--- config.mk ---
export PLATFORM = sky130hd
export DESIGN_NAME = pwm_duty_capture
export DESIGN_NICKNAME = d
export VERILOG_FILES = /design/src/rtl/pwm_duty_capture_pkg.sv /design/src/rtl/sync_edge_detect.sv /design/src/rtl/pwm_duty_capture.sv
export SDC_FILE = /design/constraint.sdc
export NUM_CORES = 1
export LEC_CHECK = 0
export CORE_ASPECT_RATIO = 0.5
export CORE_MARGIN = 2
export CORE_UTILIZATION = 40
export CTS_CLUSTER_DIAMETER = 40
export DETAILED_ROUTE_END_ITERATION = 7
export HOLD_SLACK_MARGIN = 0.03
export PLACE_DENSITY_LB_ADDON = 0.2
export SYNTH_ARGS = -nofsm -noshare
export SYNTH_HDL_FRONTEND = slang
export SYNTH_SLANG_ARGS = --single-unit
--- constraint.sdc ---
create_clock -name clk -period 5 [get_ports clk]
set_input_delay 0.75 -clock clk [delete_from_list [all_inputs] [get_ports clk]]
set_output_delay 0.75 -clock clk [all_outputs]
set_load 0.02 [all_outputs]
--- src/rtl/pwm_duty_capture_pkg.sv ---
// Shared types and defaults for the PWM duty-cycle capture block.
//   state_t  : capture FSM states (IDLE, ARM, MEAS)
//   sample_t : one measured sample at the default counter width
package pwm_duty_capture_pkg;

  localparam int unsigned DEF_CNT_WIDTH   = 12;
  localparam int unsigned DEF_SYNC_STAGES = 2;

  typedef enum logic [1:0] {
    IDLE = 2'd0,
    ARM  = 2'd1,
    MEAS = 2'd2
  } state_t;

  typedef struct packed {
    logic [DEF_CNT_WIDTH-1:0] period;
    logic [DEF_CNT_WIDTH-1:0] high;
    logic                     stuck;
    logic                     level;
  } sample_t;

endpackage

--- src/rtl/sync_edge_detect.sv ---
// Multi-flop synchroniser with rising-edge detection for an asynchronous input.
//   clk, rst_n : clock, asynchronous active-low reset
//   async_in   : asynchronous input
//   synced     : async_in after SYNC_STAGES flops
//   rise       : synced & ~(synced delayed one cycle), combinational
module sync_edge_detect #(
  parameter int unsigned SYNC_STAGES = 2
) (
  input  logic clk,
  input  logic rst_n,
  input  logic async_in,
  output logic synced,
  output logic rise
);

  logic [SYNC_STAGES-1:0] sync_q;
  logic                   prev_q;

  always_ff @(posedge clk or negedge rst_n) begin
    if (!rst_n) begin
      sync_q <= '0;
      prev_q <= 1'b0;
    end else begin
      sync_q <= {sync_q[SYNC_STAGES-2:0], async_in};
      prev_q <= sync_q[SYNC_STAGES-1];
    end
  end

  assign synced = sync_q[SYNC_STAGES-1];
  assign rise   = synced & ~prev_q;

endmodule

--- src/rtl/pwm_duty_capture.sv ---
// Measures period (rise to rise) and high time of an asynchronous PWM input,
// one sample per period, delivered through a one-entry valid/ready buffer.
// A period reaching 2^CNT_WIDTH-1 cycles without a rise yields a stuck sample.
//   clk, rst_n   : clock, asynchronous active-low reset
//   pwm_in       : asynchronous PWM input
//   enable       : measurement enable (0 returns to IDLE, clears overrun_flag)
//   s_valid/ready: sample handshake
//   s_period     : period in clk cycles
//   s_high       : cycles with synced input high within the period
//   s_stuck      : sample produced by timeout
//   s_level      : synced level at timeout (0 for edge samples)
//   overrun      : one-cycle pulse when a sample is dropped
//   overrun_flag : sticky overrun
module pwm_duty_capture
  import pwm_duty_capture_pkg::*;
#(
  parameter int unsigned CNT_WIDTH   = DEF_CNT_WIDTH,
  parameter int unsigned SYNC_STAGES = DEF_SYNC_STAGES
) (
  input  logic                 clk,
  input  logic                 rst_n,
  input  logic                 pwm_in,
  input  logic                 enable,
  output logic                 s_valid,
  input  logic                 s_ready,
  output logic [CNT_WIDTH-1:0] s_period,
  output logic [CNT_WIDTH-1:0] s_high,
  output logic                 s_stuck,
  output logic                 s_level,
  output logic                 overrun,
  output logic                 overrun_flag
);

  localparam logic [CNT_WIDTH-1:0] CNT_MAX = '1;
  localparam logic [CNT_WIDTH-1:0] CNT_ONE = {{(CNT_WIDTH-1){1'b0}}, 1'b1};

  logic synced;
  logic rise;

  sync_edge_detect #(.SYNC_STAGES(SYNC_STAGES)) u_sync (
    .clk      (clk),
    .rst_n    (rst_n),
    .async_in (pwm_in),
    .synced   (synced),
    .rise     (rise)
  );

  state_t               state_q, state_d;
  logic [CNT_WIDTH-1:0] period_q, period_d;
  logic [CNT_WIDTH-1:0] high_q, high_d;
  logic                 emit;
  logic                 emit_stuck;
  logic                 load;
  logic                 drop;

  always_ff @(posedge clk or negedge rst_n) begin
    if (!rst_n) begin
      state_q  <= IDLE;
      period_q <= '0;
      high_q   <= '0;
    end else begin
      state_q  <= state_d;
      period_q <= period_d;
      high_q   <= high_d;
    end
  end

  always_comb begin
    state_d    = state_q;
    period_d   = period_q;
    high_d     = high_q;
    emit       = 1'b0;
    emit_stuck = 1'b0;
    if (!enable) begin
      state_d  = IDLE;
      period_d = '0;
      high_d   = '0;
    end else begin
      case (state_q)
        IDLE: begin
          state_d  = ARM;
          period_d = '0;
          high_d   = '0;
        end
        ARM: begin
          if (rise) begin
            state_d  = MEAS;
            period_d = CNT_ONE;
            high_d   = CNT_ONE;
          end
        end
        MEAS: begin
          if (rise) begin
            emit     = 1'b1;
            period_d = CNT_ONE;
            high_d   = CNT_ONE;
          end else if (period_q == CNT_MAX) begin
            // Saturated without an edge: report the stuck level and re-arm.
            emit       = 1'b1;
            emit_stuck = 1'b1;
            state_d    = ARM;
            period_d   = '0;
            high_d     = '0;
          end else begin
            period_d = period_q + CNT_ONE;
            high_d   = high_q + {{(CNT_WIDTH-1){1'b0}}, synced};
          end
        end
        default: state_d = IDLE;
      endcase
    end
  end

  // A consumer taking the current entry frees the slot in the same cycle.
  assign load = emit & (~s_valid | s_ready);
  assign drop = emit & s_valid & ~s_ready;

  always_ff @(posedge clk or negedge rst_n) begin
    if (!rst_n) begin
      s_valid      <= 1'b0;
      s_period     <= '0;
      s_high       <= '0;
      s_stuck      <= 1'b0;
      s_level      <= 1'b0;
      overrun      <= 1'b0;
      overrun_flag <= 1'b0;
    end else begin
      overrun <= drop;
      if (!enable) begin
        overrun_flag <= 1'b0;
      end else if (drop) begin
        overrun_flag <= 1'b1;
      end
      if (load) begin
        s_valid  <= 1'b1;
        s_period <= period_q;
        s_high   <= high_q;
        s_stuck  <= emit_stuck;
        s_level  <= emit_stuck & synced;
      end else if (s_valid && s_ready) begin
        s_valid <= 1'b0;
      end
    end
  end

endmodule

# Yosys cells after proc, flatten, opt, wreduce, memory -nomap -nowiden
# Index checks and enable logic that the tools add are counted.
dict set report word_totals {
  out_inout_bits 29
  wordCells 61
  reg_bits 58
  input_bits 5
}
dict set report op_classes {
  n_eq_ne 8
  bitwise 9
  add_sub_neg 2
  n_mux 25
  reduce_logical 5
}
# op count
set op_table {}
lappend op_table {{$mux 12} 7}
lappend op_table {{$pmux 12 s3} 2}
lappend op_table {{$add 12x1->12} 1}
lappend op_table {{$add 12x1->12 const B} 1}
lappend op_table {{$eq 12x12->1 const B} 1}
lappend op_table {{$mux 1} 11}
lappend op_table {{$ne 3x3->1 const B} 3}
lappend op_table {{$mux 2} 4}
lappend op_table {{$pmux 2 s3} 1}
lappend op_table {{$and 1x1->1} 5}
lappend op_table {{$ne 4x1->1 const B} 1}
lappend op_table {{$not 1->1} 3}
lappend op_table {{$reduce_and 3->1} 1}
lappend op_table {{$eq 2x1->1 const B} 1}
lappend op_table {{$eq 2x2->1 const B} 1}
lappend op_table {{$logic_not 2->1} 1}
lappend op_table {{$ne 2x1->1 const B} 1}
lappend op_table {{$reduce_and 2->1} 1}
lappend op_table {{$reduce_bool 2->1} 1}
lappend op_table {{$logic_and 1x1->1} 1}
lappend op_table {{$or 1x1->1} 1}

# Depth between registers and ports, before layout
# Gate-level depths: netlist of the first run.
dict set report depth {
  word_depth 9
  depth_mapped 9
  depth_no_buf 6
}

# Modules after synthesis
# Synthesis of the first run repeated with hierarchy kept, for this count alone.
dict set report hier_totals {
  hier_cells 240
  area_unflattened_um2 2728.9
}
# mod area_each_um2 seq_area_each_um2 cells_per_inst instances
set by_module_without_submodules {}
lappend by_module_without_submodules {pwm_duty_capture 2640.0 1376.3 236 1}
lappend by_module_without_submodules {sync_edge_detect 88.8 75.1 4 1}

# Least setup slack after synthesis of the first run
# Ideal clock, no wire load.
dict set report synth_timing {
  path_kind {in2reg}
  startpoint {input enable}
  endpoint {register s_high[10]}
  setup_time_ns 0.125
  t_required_ns 4.875
  stages 6
  slack_ns 3.050
  arrival_ns 1.825
  path_cell_list {buf_6 -> and2_1 -> and2_2 -> o21ai_4 -> buf_8 -> mux2_4}
}
dict set report synth_via {
  elab_chain_len 2
}
# element line
set synth_rtl {}
lappend synth_rtl {{from (decl)} pwm_duty_capture.sv:23} ;# input logic enable,
lappend synth_rtl {{$mux 1} pwm_duty_capture.sv:74} ;# if (!enable) begin
lappend synth_rtl {{$and 1x1->1} pwm_duty_capture.sv:115} ;# assign load = emit & (~s_valid | s_ready);
lappend synth_rtl {{to (signal assigned)} pwm_duty_capture.sv:137} ;# s_high <= high_q;
lappend synth_rtl {{to (decl)} pwm_duty_capture.sv:27} ;# output logic [CNT_WIDTH-1:0] s_high,
# No other way between the ends.
# A chain may end at the register's enable or synchronous reset.

# Worst setup path in the final report of the first run
dict set report layout_timing {
  startpoint {input enable}
  endpoint {register period_q[1]}
}
dict set report layout_via {
  elab_chain_len 2
  elab_cells_between_ends 4
  classes_between {eq/ne (2); mux (1); reduce/logical (1)}
}
# element line
set layout_rtl {}
lappend layout_rtl {{$ne 4x1->1 (no source line) / $ne 3x3->1 (equally long branches)} --}
lappend layout_rtl {{$reduce_and 2->1 (no source line)} --}
lappend layout_rtl {{to (signal assigned)} pwm_duty_capture.sv:63} ;# period_q <= period_d;
lappend layout_rtl {{to (decl)} pwm_duty_capture.sv:49} ;# logic [CNT_WIDTH-1:0] period_q, period_d;
# Parallel ways exist; a longest one is shown, timed or not.

==> results of run 1 <==
power by group:
group	switching [uW]	internal [uW]
Clock	200	511
Combinational	59.4	23.3
Sequential	4.60	475
Total	264	1010
worst register-to-register path: cells and delay by family (launching register included):
family / cells / cell delay, ps
AO/OA/AOI/OAI: 1 / 780
adder cells (fa/ha/maj): 1 / 240
flip-flops: 1 / 430
multiplexers: 1 / 450
AND/OR/NAND/NOR: 2 / 480
state kept, by name, indices dropped and copies added (netlist names):
| register | count |
|---|---|
| overrun | 1 |
| state_q | 2 |
| u_sync.sync_q | 2 |
| overrun_flag | 1 |
| s_level | 1 |
| period_q | 12 |
| s_valid | 1 |
| high_q | 12 |
| u_sync.prev_q | 1 |
| s_high | 12 |
| s_stuck | 1 |
| s_period | 12 |
path summary, 6_finish.rpt:
| kind | from | endpoint | cells after the start |
|---|---|---|---|
| max | enable | period_q[1]$_DFFE_PN0P_ | 5 |
| min | u_sync.sync_q[0]$_DFF_PN0_ | u_sync.sync_q[1]$_DFF_PN0_ | 0 |
| max reg2reg | period_q[0]$_DFFE_PN0P_ | s_high[2]$_DFFE_PN0P_ | 5 |
| min reg2reg | u_sync.sync_q[0]$_DFF_PN0_ | u_sync.sync_q[1]$_DFF_PN0_ | 0 |
| max in group asynchronous | rst_n | s_high[2]$_DFFE_PN0P_ | 2 |
| min in group asynchronous | rst_n | overrun_flag$_DFFE_PN0P_ | 2 |
per-layer routing:
| metal | wire length (um) | share of wire |
|---|---|---|
| met1 | 2940 | 0.54 |
| met2 | 2230 | 0.41 |
| met3 | 223 | 0.041 |
| met4 | 60 | 0.011 |
| met5 | 0 | 0 |
through the flow:
stage | util | instances
floorplan | - | 241
global placement | 0.470 | 357
detailed placement | 0.470 | 357
CTS | 0.522 | 373
global route | 0.522 | 373
finish | 0.522 | 373
synthesized netlist by cell type (2+ instances only):
cell type and count:
inv_1 8, buf_8 2, nand3_1 9, o31ai_1 3, or3_1 13, nand2b_1 3
or4_1 3, and3_1 4, a21oi_1 17, buf_6 5, nand4_1 5, o2111ai_1 2
dfrtp_1 58, mux2_4 19, nand2_1 10, and4_1 4, o211ai_1 5, buf_4 2
a21oi_2 4, a22o_1 2, o21ai_0 16, mux2i_1 2, xnor2_1 2, xor2_1 3
a22oi_1 2, and2_1 2, nor3_1 2, nor2_1 12, mux2_2 6, ha_1 6
kinds of logic after synthesis:
logic type	after synthesis	synth area share
buf+inv	18	0.0473
mux	27	0.131
compound gates	55	0.129
simple gates	72	0.142
flops	58	0.509
xor+xnor	5	0.0153
fa+ha+maj	6	0.0263
layout make-up:
cell class,count,area share
repair buffers,34,0.0938
inverters,8,0.00846
clock inverters,5,0.0282
clock buffers,11,0.0712
well taps,92,0.0324
multi-input cells,165,0.357
flip-flops and latches,58,0.409
==> results.yml, run 1 <==
clocking:
  path_clk_slew_ps: 50
  cts_tree: "built"
  hold_buffers: 0
  clock_sinks: 58
  cts_setup_buffers: 0
  root_buffer: "clkbuf_16"
  post_cts_resized: 0
  clock_path_buffers: 2
  clk-insertion-delay-late_ps: 320
  numCtsBuffers: 9
  cts.htree.levels: 3
timing:
  slew_viol_final: 0
  setup-tns-final_ps: 0
  hold_viol: 0
  max_slew.worst_pin.slew_ps: 1030
  worst_slack_ps: 2280
  clock_skew_ps: 5.99
  worst_slew_margin_rel: 0.311
  period_share: 0.544
  grt_setup_unrepaired: "false"
  holdWs_ps: 349
  period_minus_slack_ps: 2720
  setup_viol: 0
  fmax_mhz: 368
grt:
  grt_pass1_vias: 1880
  grt_max_degree: 59
  antenna_found_initial: 0
  grt_pass1_wl_um: 9320
  grt_most_used_layer: "met1"
  grt_overflow: 0
  grt.total_usage: 0.155
  use_met3: 0.0455
  use_met2: 0.207
  met1_usage: 0.232
floorplan:
  die_x_um: 123
  die-area_sq_um: 7870
  die_h_um: 63.7
  ios: 34
  row_count: 21
  core_sq_um: 6810
  start_util: 0.419
placed_design:
  placedInstanceArea_sq_um: 3200
  dpl_worst_slack_ps: 1930
  gp_congestion: 0.783
  dp_hpwl_um: 3650
  port_buffers: 33
final_layout:
  antenna_cells: 0
  regArea_sq_um: 1450
  area_growth_pct: 24.4
  layout_commonest_cell: "dfrtp_1"
  final_nets: 287
  final_cell_mix: "58 x dfrtp_1, 32 x clkdlybuf4s50_1, 19 x mux2_4"
  drive_gt1_frac: 0.192
  fillers: 593
  fin_area_sq_um: 3550
  multiInputGateArea_sq_um: 1270
synth:
  synth_top_area_share: 0.509
  async_flop_share: 1.00
  synth_area_leaders: "dfrtp_1 51%, mux2_4 10%, a21oi_1 3.0%"
  synthDistinctLibCells: 40
  avgSynthCellArea_sq_um: 11.8
  synth_warnings: 0
  synth-seq-cells: 58
  syn-num-nets: 252
  seq_area_frac_synth: 0.509
  synth_ff_type: "dfrtp_1"
  synth.cell_area_sq_um: 2850
  netlist_instances: 241
  synth_edf_count: 0
  yosys.area.top_type: "dfrtp_1"
power_and_ir_drop:
  total_power_uw: 1270
  power_density_nw_per_um2: 359
  power_leakage_uw: 0.00157
  ir_worst_vdd_uv: 182
critical_path:
  critPathKind: "in -> reg"
  slowest_delay_ps: 760
  worst-path-max-fanout: 20
  r2r_setup_slack_ps: 2500
  cp_num_buf_inv: 1
  cp_cell_sequence: "clkdlybuf4s50_1 > or3b_1 > o21ai_2 > a21oi_2 > nor2_1"
  cp-end-kind: "flip-flop"
  required_ps: 5160
  cp_slowest_cell: "a21oi_2"
  arrival_ps: 2880
  start_kind: "primary input"
  critPathTopFamily: "compound AO/OA/AOI/OAI gates"
routing:
  routed_wirelength_um: 5450
  ant_nets: 0
  num_vias: 1934
  first_pass_iters: 4
  avgRoutedWirePerCell_um: 14.6
  drt_iter0_drc: 74
  drc_errors: 0
  viasPerCell: 5.18
min_path:
  min_path_type: "reg -> reg"
status:
  outcome: "finished clean"
job:
  cap_viol_max_count: 0
No activity file was read; power rests on OpenSTA's default activity.
==> run 2: changes to the inputs <==
==> constraint.sdc (replaced) <==
create_clock -name clk -period 2.2 [get_ports clk]
set_input_delay 0.33 -clock clk [delete_from_list [all_inputs] [get_ports clk]]
set_output_delay 0.33 -clock clk [all_outputs]
set_load 0.02 [all_outputs]
==> run 2 against run 1 <==
Cell count increased by 3.8%; combinational power increased to 2.8 times the previous value; critical path type is now reg -> reg; first-iteration DRC count increased by 36%; wire length increased by 5.1%; clock skew increased by 1.0 ps; non-clock buffer count increased by 14; critical path depth increased by 3; register-to-register slack got worse by 2300 ps.
==> results.yml, run 2 (synthesis gave the netlist of run 1 again) <==
status:
  outcome: "finished clean"
routing:
  first_pass_iters: 4
  avgRoutedWirePerCell_um: 14.8
  drt_iter0_drc: 101
  drc_errors: 0
  routed_wirelength_um: 5730
  viasPerCell: 5.20
  num_vias: 2013
  ant_nets: 0
floorplan:
  die_x_um: 123
  ios: 34
  die-area_sq_um: 7870
  start_util: 0.419
  core_sq_um: 6810
  row_count: 21
  die_h_um: 63.7
clocking:
  cts.htree.levels: 3
  clk-insertion-delay-late_ps: 320
  hold_buffers: 0
  path_clk_slew_ps: 50
  root_buffer: "clkbuf_16"
  cts_tree: "built"
  numCtsBuffers: 9
  clock_sinks: 58
  clock_path_buffers: 2
final_layout:
  utilization: 0.535
  final_nets: 301
  fillers: 584
  final_cell_mix: "58 x dfrtp_1, 32 x clkdlybuf4s50_1, 19 x mux2_4"
  fin_area_sq_um: 3640
  layout_commonest_cell: "dfrtp_1"
  antenna_cells: 0
  drive_gt1_frac: 0.227
  area_growth_pct: 27.6
critical_path:
  cp-end-kind: "flip-flop"
  reg2reg_depth: 8
  cp_cell_sequence: "inv_1 > ha_1 > or3b_1 > buf_4 > o211ai_1 > buf_4 > xnor2_1 > nor2_1"
  critPathKind: "reg -> reg"
  required_ps: 2380
  r2r_start: "state_q[0]$_DFFE_PN0P_"
  arrival_ps: 2190
  cp_num_buf_inv: 3
  crit_path_start: "state_q[0]$_DFFE_PN0P_"
  path_common_cell: "buf_4"
  slowest_delay_ps: 480
  cp_slowest_cell: "or3b_1"
  r2r_setup_slack_ps: 190
  start_kind: "flip-flop"
  critPathTopFamily: "simple AND/OR/NAND/NOR gates"
  r2r_end: "high_q[3]$_DFFE_PN0P_"
  worst-path-max-fanout: 7
power_and_ir_drop:
  power_density_nw_per_um2: 750
  ir_worst_vdd_uv: 472
  power_leakage_uw: 0.00162
  total_power_uw: 2730
grt:
  grt_pass1_wl_um: 9710
  grt_overflow: 0
  antenna_found_initial: 0
  grt.total_usage: 0.164
  grt_pass1_vias: 1995
  grt_max_degree: 59
min_path:
  min_path_type: "in -> async"
timing:
  period_share: 0.914
  hold_viol: 0
  worst_slack_ps: 190
  fmax_mhz: 497
  grt_setup_unrepaired: "false"
  slew_viol_final: 0
  setup_viol: 0
  clock_skew_ps: 7.02
  period_minus_slack_ps: 2010
  max_slew.worst_pin.slew_ps: 733
  worst_slew_margin_rel: 0.511
placed_design:
  dp_hpwl_um: 3870
  gp_congestion: 0.851
  port_buffers: 33
  dpl_worst_slack_ps: -46.3
  placedInstanceArea_sq_um: 3320
job:
  cap_viol_max_count: 0
[run 2: changes by cell type in the layout (fill, tap and decap cells not counted), sizes merged]
cell	delta
clkinvlp	+2
clkbuf	+1
clkinv	-1
buf	+14
bufinv	-2
[run 2: report_power, final]
| group | total, uW | internal [uW] | leakage (uW) | switching [uW] |
|---|---|---|---|---|
| registers | 1090 | 1080 | 0.000802 | 8.11 |
| logic | 229 | 80.8 | 0.000669 | 148 |
| clock network | 1410 | 935 | 0.000145 | 479 |
| total | 2730 | 2100 | 0.00162 | 635 |
[run 2: per-layer routing]
metal	vias up	part of all wire	track usage	routed length [um]
met5	-	0	0	0
met4	0	0.0082	0.0611	47
met3	4	0.045	0.0643	256
met2	47	0.43	0.227	2440
met1	983	0.52	0.230	2990
li1	979	-	-	-
[run 2: final cells by class]
class	instances	area (sq um)	area share
inverter	8	30.0	0.00825
timing repair buffer	48	463	0.127
clock inverter	4	50.0	0.0137
sequential	58	1450	0.399
tap	92	115	0.0316
clock buffer	12	256	0.0704
multi-input combinational	165	1270	0.350
[run 2: worst max path at each step]
stage                     cells after the start  slack [ps]                      end
after global routing                          8          40    high_q[3]$_DFFE_PN0P_
after detailed placement                      6         -50    high_q[3]$_DFFE_PN0P_
after floorplan                               7         280   s_high[10]$_DFFE_PN0P_
after global placement                        6          60  period_q[1]$_DFFE_PN0P_
after CTS                                     5          40    high_q[3]$_DFFE_PN0P_
final                                         8         190    high_q[3]$_DFFE_PN0P_
[run 2: per-stage QoR]
step                std cells  hold WS (ps)  setup TNS (ps)
detailed placement        370           344            -135
floorplan                 241          34.4               0
CTS                       386           175               0
global placement          370           332               0
global route              387           217               0
finish                    387           149               0
[run 2: timing repair]
action | CTS | global route
hold endpoints to repair | 0 | 0
buffers inserted | 0 | 1
endpoints found under the setup margin | 0 | 20
resized for setup | 0 | 1
==> run 3: changes to the inputs <==
==> constraint.sdc (replaced) <==
create_clock -name clk -period 1.95 [get_ports clk]
set_input_delay 0.2925 -clock clk [delete_from_list [all_inputs] [get_ports clk]]
set_output_delay 0.2925 -clock clk [all_outputs]
set_load 0.02 [all_outputs]
==> run 3 against run 2 <==
Die area stayed put; largest cell class unchanged; flip-flop and latch count unchanged; clock power rose by 21%; critical path type unchanged.
==> results.yml, run 3 (synthesis gave the netlist of run 1 again) <==
timing:
  worst_slew_margin_rel: 0.588
  hold_viol: 0
  period_minus_slack_ps: 1940
  fmax_mhz: 516
  max_slew.worst_pin.slew_ps: 617
  grt_setup_unrepaired: "true"
  setup_viol: 0
  clock_skew_ps: 8.75
  period_share: 0.994
  slew_viol_final: 0
  setup-tns-final_ps: 0
  worst_slack_ps: 12.4
critical_path:
  cp_slowest_cell: "dfrtp_1"
  worst-path-max-fanout: 6
  start_kind: "flip-flop"
  cp_cell_sequence: "ha_2 > and3_4 > and3_4 > o21ai_4 > clkbuf_16 > mux2_4"
  arrival_ps: 2150
  critPathKind: "reg -> reg"
  required_ps: 2160
  crit_path_start: "period_q[1]$_DFFE_PN0P_"
  cp-end-kind: "flip-flop"
  r2r_end: "s_period[10]$_DFFE_PN0P_"
  slowest_delay_ps: 380
  reg2reg_depth: 6
  r2r_start: "period_q[1]$_DFFE_PN0P_"
  r2r_setup_slack_ps: 10
  path_common_cell: "and3_4"
grt:
  grt_pass1_vias: 2153
  antenna_found_initial: 0
  met1_usage: 0.248
  use_met2: 0.256
  grt_max_degree: 59
  grt_most_used_layer: "met2"
  grt_overflow: 0
  grt.total_usage: 0.181
  use_met3: 0.0670
  grt_pass1_wl_um: 10700
routing:
  num_vias: 2159
  routed_wirelength_um: 6520
  drc_errors: 0
  first_pass_iters: 4
  avgRoutedWirePerCell_um: 15.8
  ant_nets: 0
  viasPerCell: 5.24
  drt_iter0_drc: 114
floorplan:
  core_sq_um: 6810
  start_util: 0.419
  row_count: 21
  die-area_sq_um: 7870
  ios: 34
  die_h_um: 63.7
  die_x_um: 123
final_layout:
  final_cell_mix: "58 x dfrtp_1, 33 x buf_4, 32 x clkdlybuf4s50_1"
  drive_gt1_frac: 0.306
  layout_commonest_cell: "dfrtp_1"
  area_growth_pct: 37.7
  regArea_sq_um: 1450
  fin_cells: 412
  fillers: 560
  antenna_cells: 0
  multiInputGateArea_sq_um: 1310
  final_nets: 326
power_and_ir_drop:
  p_seq_frac: 0.378
  clkPwrFrac: 0.523
  power_density_nw_per_um2: 827
  internal_power_uw: 2500
  netSwitchingPower_uw: 748
  ir_worst_vdd_uv: 583
  p_sw_frac: 0.230
  power_leakage_uw: 0.00179
  combPwrFrac: 0.100
clocking:
  cts.htree.levels: 3
  numCtsBuffers: 9
  cts_tree: "built"
  path_clk_slew_ps: 60
  root_buffer: "clkbuf_16"
  clock_sinks: 58
  clock_path_buffers: 2
  clk-insertion-delay-late_ps: 330
placed_design:
  dp.cells: 390
  gp_congestion: 0.834
  dpl_worst_slack_ps: -166
  port_buffers: 33
  dp_hpwl_um: 4210
job:
  cap_viol_max_count: 0
min_path:
  min_from: "u_sync.sync_q[0]$_DFF_PN0_"
  min_path_type: "reg -> reg"
  whs_path_depth: 0
  hold_end: "u_sync.sync_q[1]$_DFF_PN0_"
status:
  outcome: "finished clean"
[run 3: cell types whose count changed in the layout (fill, tap and decap cells not counted), moves of 2 or more]
cell       previous run  this run
buf_4                13        33
ha_2                  0         2
ha_1                  6         4
clkbuf_16             9        11
mux2_4               19        22
mux2_2                6         3
[run 3: routing by layer]
layer  wire, um  vias up
li1           -     1040
met1       3280     1059
met2       2890       54
met3        295        6
met4         59        0
met5          0        -
[run 3: power groups by stage]
stage / Sequential (uW) / Clock [uW] / Combinational, uW
after CTS: 1230 / 1730 / 312
after detailed placement: 1250 / 0 / 303
final: 1230 / 1700 / 324
after global placement: 1250 / 0 / 295
after global routing: 1230 / 1790 / 359
after floorplan: 1250 / 0 / 185
[run 3: how the worst max path moves through the flow]
stage	endpoint	slack, ps	cells after the start
floorplan	s_high[10]$_DFFE_PN0P_	30	7
global route	high_q[3]$_DFFE_PN0P_	-30	8
finish	s_period[10]$_DFFE_PN0P_	10	6
detailed placement	period_q[8]$_DFFE_PN0P_	-170	5
CTS	high_q[9]$_DFFE_PN0P_	20	8
global placement	period_q[1]$_DFFE_PN0P_	-120	6
[run 3: per-stage QoR]
step,instance area [sq um],hold WS (ps),utilization,total power (uW)
global placement,3480,316,0.512,1540
global route,3930,364,0.578,3380
CTS,3830,354,0.563,3260
floorplan,2850,-3.09,-,1430
finish,3930,351,0.578,3250
detailed placement,3480,333,0.512,1550
[run 3: cell type report]
class / count / area share
clock buffer: 11 / 0.0617
multi-input combinational: 165 / 0.333
timing repair buffer: 73 / 0.179
inverter: 8 / 0.00764
sequential: 58 / 0.369
clock inverter: 5 / 0.0197
tap: 92 / 0.0293
[run 3: worst max-delay path, delay by kind of cell (launching register included)]
kind / cells / cell delay (ps)
DFF: 1 / 380
AOI/OAI and AO/OA: 1 / 350
and+or+nand+nor: 2 / 340
muxes: 1 / 300
buffers and inverters: 1 / 240
adders and majority gates: 1 / 200
[run 3: timing repair]
item / in CTS / in global routing
gates cloned: 0 / 2
setup buffers: 1 / 2
endpoints found under the setup margin: 20 / 46
hold buffers: 1 / 0
gates resized for setup: 2 / 12
pin swaps: 1 / 6
endpoints found under the hold margin: 58 / 0
